[config.mk]
export PLATFORM = sky130hd
export DESIGN_NAME = systolic_seq_ctrl
export DESIGN_NICKNAME = d
export VERILOG_FILES = /design/src/rtl/systolic_seq_ctrl.sv
export SDC_FILE = /design/constraint.sdc
export NUM_CORES = 1
export LEC_CHECK = 0
export ABC_AREA = 1
export ABC_CLOCK_PERIOD_IN_PS = 1320
export CORE_AREA = 8 8 45 47
export CTS_CLUSTER_SIZE = 30
export DETAILED_ROUTE_END_ITERATION = 8
export DIE_AREA = 0 0 53 55
export PLACE_DENSITY = 0.71
export SLEW_MARGIN = 20
export SYNTH_ARGS = -nofsm -noshare
export SYNTH_HDL_FRONTEND = slang
export SYNTH_SLANG_ARGS = --single-unit
[constraint.sdc]
create_clock -name clk -period 1.32 [get_ports clk]
set_input_delay 0.264 -clock clk [delete_from_list [all_inputs] [get_ports clk]]
set_output_delay 0.264 -clock clk [all_outputs]
set_load 0.01 [all_outputs]
[src/rtl/systolic_seq_ctrl.sv]
`default_nettype none
// ============================================================================
// Module   : systolic_seq_ctrl
// Purpose  : Sequencer for an N x M output-stationary systolic MAC array that
//            computes C(NxM) = A(NxK) x B(KxM). It produces the skewed
//            operand-buffer read enables, the array-wide accumulate strobe and
//            the C write-back request.
// Revision : 1.0 - initial release
// ----------------------------------------------------------------------------
// Ports
//   clk         in   1  rising-edge clock
//   rst         in   1  asynchronous, active-low reset
//   finished    in   1  acknowledge that C write-back is complete
//   A_start_en  out  N  bit i = read enable / mux select for A row i
//   B_start_en  out  M  bit j = read enable / mux select for B column j
//   load        out  1  MAC accumulate enable, common to all PEs
//   C_write_en  out  1  request to write the C results out of the array
// ----------------------------------------------------------------------------
// Sequence: IDLE (1 cycle) -> COMPUTE (K+N+M-2 cycles) -> WRITE (until
// finished) -> DONE (until reset). Every output is a decode of the state
// register and the cycle counter only, so nothing combinational leads from
// finished to an output.
// ============================================================================
module systolic_seq_ctrl #(
    parameter int N  = 3,
    parameter int M  = 3,
    parameter int K  = 3,
    parameter int CW = 8
) (
    input  logic         clk,
    input  logic         rst,
    input  logic         finished,
    output logic [N-1:0] A_start_en,
    output logic [M-1:0] B_start_en,
    output logic         load,
    output logic         C_write_en
);

    // COMPUTE length: the last product enters PE(N-1,M-1) at cnt = N+M+K-3.
    localparam int            C_LEN  = K + N + M - 2;
    localparam logic [CW-1:0] C_LAST = CW'(C_LEN - 1);
    localparam logic [CW-1:0] C_ONE  = CW'(1);

    typedef enum logic [1:0] {
        ST_IDLE    = 2'd0,
        ST_COMPUTE = 2'd1,
        ST_WRITE   = 2'd2,
        ST_DONE    = 2'd3
    } state_t;

    state_t          r_state;
    state_t          w_state_nxt;
    logic [CW-1:0]   r_cnt;
    logic [CW-1:0]   w_cnt_nxt;

    // Per-row / per-column skew windows: row i (column j) reads its K operands
    // on cnt = i .. i+K-1 (j .. j+K-1), so each element meets its partner at
    // the PE after the one-register-per-hop forwarding in the grid.
    logic [N-1:0]    w_a_win;
    logic [M-1:0]    w_b_win;

    // ------------------------------------------------------------------------
    // State and counter register
    // ------------------------------------------------------------------------
    always_ff @(posedge clk or negedge rst) begin
        if (!rst) begin
            r_state <= ST_IDLE;
            r_cnt   <= '0;
        end else begin
            r_state <= w_state_nxt;
            r_cnt   <= w_cnt_nxt;
        end
    end

    // ------------------------------------------------------------------------
    // Skew window decode
    // ------------------------------------------------------------------------
    generate
        for (genvar gi = 0; gi < N; gi++) begin : g_a_win
            localparam logic [CW-1:0] C_HI = CW'(gi + K - 1);
            if (gi == 0) begin : g_first
                // Lower bound of row 0 is cnt >= 0, always true.
                assign w_a_win[gi] = (r_cnt <= C_HI);
            end else begin : g_rest
                localparam logic [CW-1:0] C_LO = CW'(gi);
                assign w_a_win[gi] = (r_cnt >= C_LO) && (r_cnt <= C_HI);
            end
        end

        for (genvar gj = 0; gj < M; gj++) begin : g_b_win
            localparam logic [CW-1:0] C_HI = CW'(gj + K - 1);
            if (gj == 0) begin : g_first
                assign w_b_win[gj] = (r_cnt <= C_HI);
            end else begin : g_rest
                localparam logic [CW-1:0] C_LO = CW'(gj);
                assign w_b_win[gj] = (r_cnt >= C_LO) && (r_cnt <= C_HI);
            end
        end
    endgenerate

    // ------------------------------------------------------------------------
    // Next state, counter and Moore outputs
    // ------------------------------------------------------------------------
    always_comb begin
        w_state_nxt = ST_IDLE;
        w_cnt_nxt   = '0;
        A_start_en  = '0;
        B_start_en  = '0;
        load        = 1'b0;
        C_write_en  = 1'b0;

        case (r_state)
            ST_IDLE: begin
                w_state_nxt = ST_COMPUTE;
            end

            ST_COMPUTE: begin
                A_start_en = w_a_win;
                B_start_en = w_b_win;
                load       = 1'b1;
                // ">=" rather than "==" so an out-of-range count still leaves
                // COMPUTE; the counter only advances below C_LAST and so
                // cannot wrap.
                if (r_cnt >= C_LAST) begin
                    w_state_nxt = ST_WRITE;
                end else begin
                    w_state_nxt = ST_COMPUTE;
                    w_cnt_nxt   = r_cnt + C_ONE;
                end
            end

            ST_WRITE: begin
                C_write_en  = 1'b1;
                w_state_nxt = finished ? ST_DONE : ST_WRITE;
            end

            ST_DONE: begin
                // Parked until the next reset pulse.
                w_state_nxt = ST_DONE;
            end

            default: begin
                w_state_nxt = ST_IDLE;
            end
        endcase
    end

endmodule
`default_nettype wire

Word-level counts from Yosys, hierarchy flattened
Cells that the tools add are included.

word-level totals
  flip-flop bits (word level) = 10
  latch bits = 0
  RAM bits = 0
  ROM bits = 0
  output and inout bits = 8
  word-level logic and storage cells = 23
  memories kept = 0

cells by class
  add/subtract/negate cells = 1
  multiply operators = 0
  div/mod/pow operators = 0
  $lt $le $gt $ge = 6
  equality and inequality tests = 3
  shift operators = 0
  mux-type cells = 8
  bitwise logic cells = 0
  reduce and logical (&&, ||, !) cells = 3

operator list
  kind                                                               count
  <= comparator 8 x 2 -> 1 bit, second input constant                2
  two-way mux 8 bit                                                  2
  adder 8 x 1 -> 8 bit, second input constant                        1
  greater-or-equal comparator 8 x 1 -> 1 bit, second input constant  1
  greater-or-equal comparator 8 x 2 -> 1 bit, second input constant  1
  greater-or-equal comparator 8 x 3 -> 1 bit, second input constant  1
  <= comparator 8 x 3 -> 1 bit, second input constant                1
  case mux 2 bit (4 select lines)                                    1
  == test 2 bit, second input constant                               2
  two-way mux 1 bit                                                  3
  two-way mux 3 bit                                                  1
  == test 2 x 1 -> 1 bit, second input constant                      1
  logical AND 1 bit                                                  2
  zero test 2 bit                                                    1
  two-way mux 2 bit                                                  1

Longest topological paths before layout
  depth after elaboration = 3
  depth in mapped cells = 7
  mapped depth without buffers = 6

Worst setup path after synthesis
OpenSTA, ideal clock, no wires.

  path kind = register to output
  start = register r_cnt[0]
  end = output B_start_en[2]
  data arrival time = 1177 ps
  path slack = -121 ps
  cell stages (with the launch flop) = 8
  path buffers = 1
  cells stage by stage = dfrtp_1 inv_1 ha_1 inv_1 nand2_1 nor3_1 a21oi_1 buf_4

between the ends
  longest elaborated chain between the ends = 3
  elaborated cells on any way between the ends = 4

ends and longest elaborated chain
  what                                                                                        line  text
  start, declared                                                                             53    logic [CW-1:0] r_cnt;
  start signal, assigned                                                                      71    r_cnt <= w_cnt_nxt;
  greater-or-equal comparator 8 x 2 -> 1 bit or <= comparator 8 x 3 -> 1 bit (tied branches)  --
  logical AND 1 bit (*)                                                                       --
  two-way mux 3 bit (*)                                                                       --
  end, declared                                                                               34    output logic [M-1:0] B_start_en,

Every way passes the cells marked *; elsewhere a longest branch is shown, timed or not.

Worst setup path after layout
  start = register r_cnt[0]
  end = output A_start_en[2]

between the ends
  longest elaborated chain between the ends = 3
  elaborated cells on any way between the ends = 4

ends and longest elaborated chain
  what                                                                                        line  text
  greater-or-equal comparator 8 x 2 -> 1 bit or <= comparator 8 x 3 -> 1 bit (tied branches)  86    assign w_a_win[gi] = (r_cnt >= C_LO) && (r_cnt <= C_HI);
  logical AND 1 bit (*)                                                                       86
  two-way mux 3 bit (*)                                                                       112   case (r_state)
  end, declared                                                                               33    output logic [N-1:0] A_start_en,

Marked as above.

==> impl_summary.log <==
[metrics] count of nets after finishing: 86
[metrics] power density of the placed cells: 875 nW/um2
[metrics] Non-Filler Instances: 94
[metrics] syn_area_per_cell: 9.28 um2
[metrics] top cell types by occurrence after synthesis: 10 x dfrtp_1, 7 x inv_1, 7 x nor2_1
[metrics] Finished Cell Area: 716 um2
[metrics] number of design rule violations left after detail routing: 0
[metrics] violations in the final reports: setup timing
[metrics] stage delay of the slowest cell on the critical path: 0.35 ns
[metrics] Min Clock Period, post-route: 1.57 ns
[metrics] Floorplan Core Area: 1380 um2
[metrics] average wire per cell in the routed design: 9.28 um
[metrics] global-route congestion overflow total: 0
[metrics] DRC marker count from the first detailed-route iteration: 3
[metrics] number of iterations in the first detailed-routing pass: 2
[metrics] highest achievable clock rate: 0.636 GHz
[metrics] number of diodes added for antenna fixing: 0
[metrics] Initial Utilization: 35.5%
[metrics] slack of the critical path: -0.251 ns
[metrics] number of flops mapped to enable cells by yosys: 0
[metrics] die outline area: 2920 um2
[metrics] vias in the first global route: 404
[metrics] TritonCTS clock tree: done
[metrics] metal2 WL: 432 um
[metrics] Final TNS setup: -1.39 ns
[metrics] maximum fanout encountered on the critical timing path: 3
[metrics] fraction of registers with async set/reset: 100%
[metrics] instance area at placement: 688 um2
[metrics] Synth cell types: 16
[metrics] netlist area before placement: 492 um2
[metrics] Seq cells post-synth: 10
[metrics] worst-path cell chain: inv_1, ha_1, inv_2, nand2_1, nor3_2, a21oi_2, buf_2
[metrics] cells after synthesis: 53
[metrics] worst-path cell with the longest stage delay: dfrtp_1
[metrics] final weighted congestion in routability-driven placement: 0.720
[metrics] Worst IR Drop VDD: 0.555 mV
[metrics] CTS Root Buffer Type: clkbuf_4
[metrics] Placed Cells: 90
[metrics] CTS H-Tree Depth: 1
[metrics] most numerous cell in the Yosys netlist: dfrtp_1
[metrics] clock transition at the registers of the reported paths: 0.07 ns
[metrics] pin count of the biggest net entering global routing: 11
[metrics] final setup vio count: 6
[metrics] die boundary height: 55 um
[metrics] clock buffer depth: 2
[metrics] met3 routed WL: 55 um
[metrics] largest clock skew in the final design: 0.00234 ns
[metrics] post-synthesis sequential area ratio: 50.9%
[metrics] number of antenna violations at the first check in global routing: 0
[metrics] hold bufs inserted after CTS: 0
[metrics] via/cell ratio: 4.14
[metrics] port buffer count: 10
[metrics] Main synth FF type: dfrtp_1
[metrics] die span in x: 53 um
[metrics] Layout Area Growth over Synthesis: 45.5%
[metrics] total number of yosys warnings: 0
[metrics] total routing usage reported by global routing: 7.40%
[metrics] worst min-delay path class: input pin to async pin
[metrics] total routed wirelength: 872 um
[metrics] status: complete, but fails checks
[metrics] post-route fraction of the period consumed by the critical path: 119%
[metrics] proportion of netlist area held by the largest area contributor: 50.9%
[metrics] fraction of layout instances using a drive strength above 1: 48.7%
[metrics] LEAKAGE: 0.365 nW
[metrics] first-pass GRT wire length: 1610 um
[metrics] io pins: 11
[metrics] kind of capture point of the worst setup path: output pin
[metrics] Row Count: 14
[metrics] number of hold-slack violations in the final timing report: 0
[metrics] remaining antenna violation count after routing: 0
[metrics] kind of critical path: register to output pin
[metrics] count of final max-slew check failures: 0
[metrics] arrival time at the worst endpoint: 1.31 ns
[metrics] Routed met1 length: 375 um
[metrics] category of the worst setup path launch point: register
[metrics] number of buffers inserted during clock tree synthesis: 3
[metrics] required time worst endpoint: 1.06 ns
[metrics] RSZ-0062 raised after global routing: yes
[metrics] largest area contributor in the synthesized netlist: dfrtp_1
[metrics] source-to-sink clock delay at the later pin of the worst-skew pair: 0.26 ns
[metrics] sum of internal, switching and leakage power: 626 uW
[metrics] highest metal layer with signal wires: met4
[metrics] number of vias in the routed layout: 389
[metrics] number of violations of the max-capacitance limit: 0
[metrics] leading post-synthesis cells by cell area: dfrtp_1 51%, ha_1 10%, inv_1 5.3%
[metrics] count of clock tree sinks: 10
## worst max-delay path: cells and delay by family, from the launching register on
family                     cells  cell delay, ns
AOI/OAI and AO/OA              1            0.05
adders and majority gates      1            0.20
buffers and inverters          3            0.27
DFF                            1            0.35
and+or+nand+nor                2            0.18
## metrics by stage
stage                     setup slack [ns]  hold slack (ns)  util (%)
after floorplan                    -0.0790          -0.0316         -
after global placement              -0.395            0.517      49.7
after detailed placement            -0.427            0.542      49.7
after CTS                           -0.282            0.317      50.6
after global routing                -0.384            0.348      51.7
final                               -0.251            0.306      51.7
## cells in the final DEF (no fill, tap or decap), types with 4 or more instances in the layout
cell type / count
buf_2: 7
buf_4: 8
conb_1: 5
dfrtp_1: 10
ha_1: 4
inv_1: 5
nand2_2: 4
nor2_1: 6
nor2_2: 5
## final timing paths
check / from / to / slack [ns] / cells after the start
min in group clk: r_cnt[0] / r_cnt[0] / 0.55 / 2
setup / recovery: r_cnt[0] / A_start_en[2] / -0.25 / 7
hold reg to reg: r_cnt[0] / r_cnt[0] / 0.55 / 2
max in group asynchronous: rst / r_state[0] / 0.72 / 1
hold / removal: rst / r_cnt[0] / 0.31 / 1
setup reg to reg: r_cnt[1] / r_cnt[1] / 0.18 / 5
## kinds of logic after synthesis
family          after synthesis  synth area share, %
compound gates                6                 6.62
xor+xnor                      1                 1.78
other cells                   1                0.763
simple gates                 20                 19.1
flops                        10                 50.9
buf+inv                      11                 10.7
fa+ha+maj                     4                 10.2
## flip-flops by register name (all words and copies together), names as in the netlist
| name | count |
|---|---|
| r_cnt | 8 |
| r_state | 2 |
## power breakdown
part / leakage, nW / internal (mW) / switching (mW)
clock network: 0.0210 / 0.167 / 0.101
registers: 0.118 / 0.316 / 0.00470
logic: 0.226 / 0.0182 / 0.0196
total: 0.365 / 0.501 / 0.125
## layer usage
metal  vias to the layer above  GRT usage, %
met2                         7          12.5
met1                       176          7.68
met3                         2          2.41
met4                         0          5.17
met5                         -             0
li1                        204             -
## final cells by class
| cell class | instances | area (um2) |
|---|---|---|
| fillers | 137 | 668 |
| flip-flops and latches | 10 | 250 |
| multi-input cells | 36 | 228 |
| repair buffers | 20 | 149 |
| clock buffers | 4 | 36.3 |
| inverters | 8 | 32.5 |
| well taps | 16 | 20.0 |
## repair_timing
item | 4_1_cts | 5_1_grt
setup buffers | 0 | 2
pin swaps | 3 | 1
gates resized for setup | 39 | 4
endpoints found under the setup margin | 8 | 8
Power figures use the tool's default switching activity.
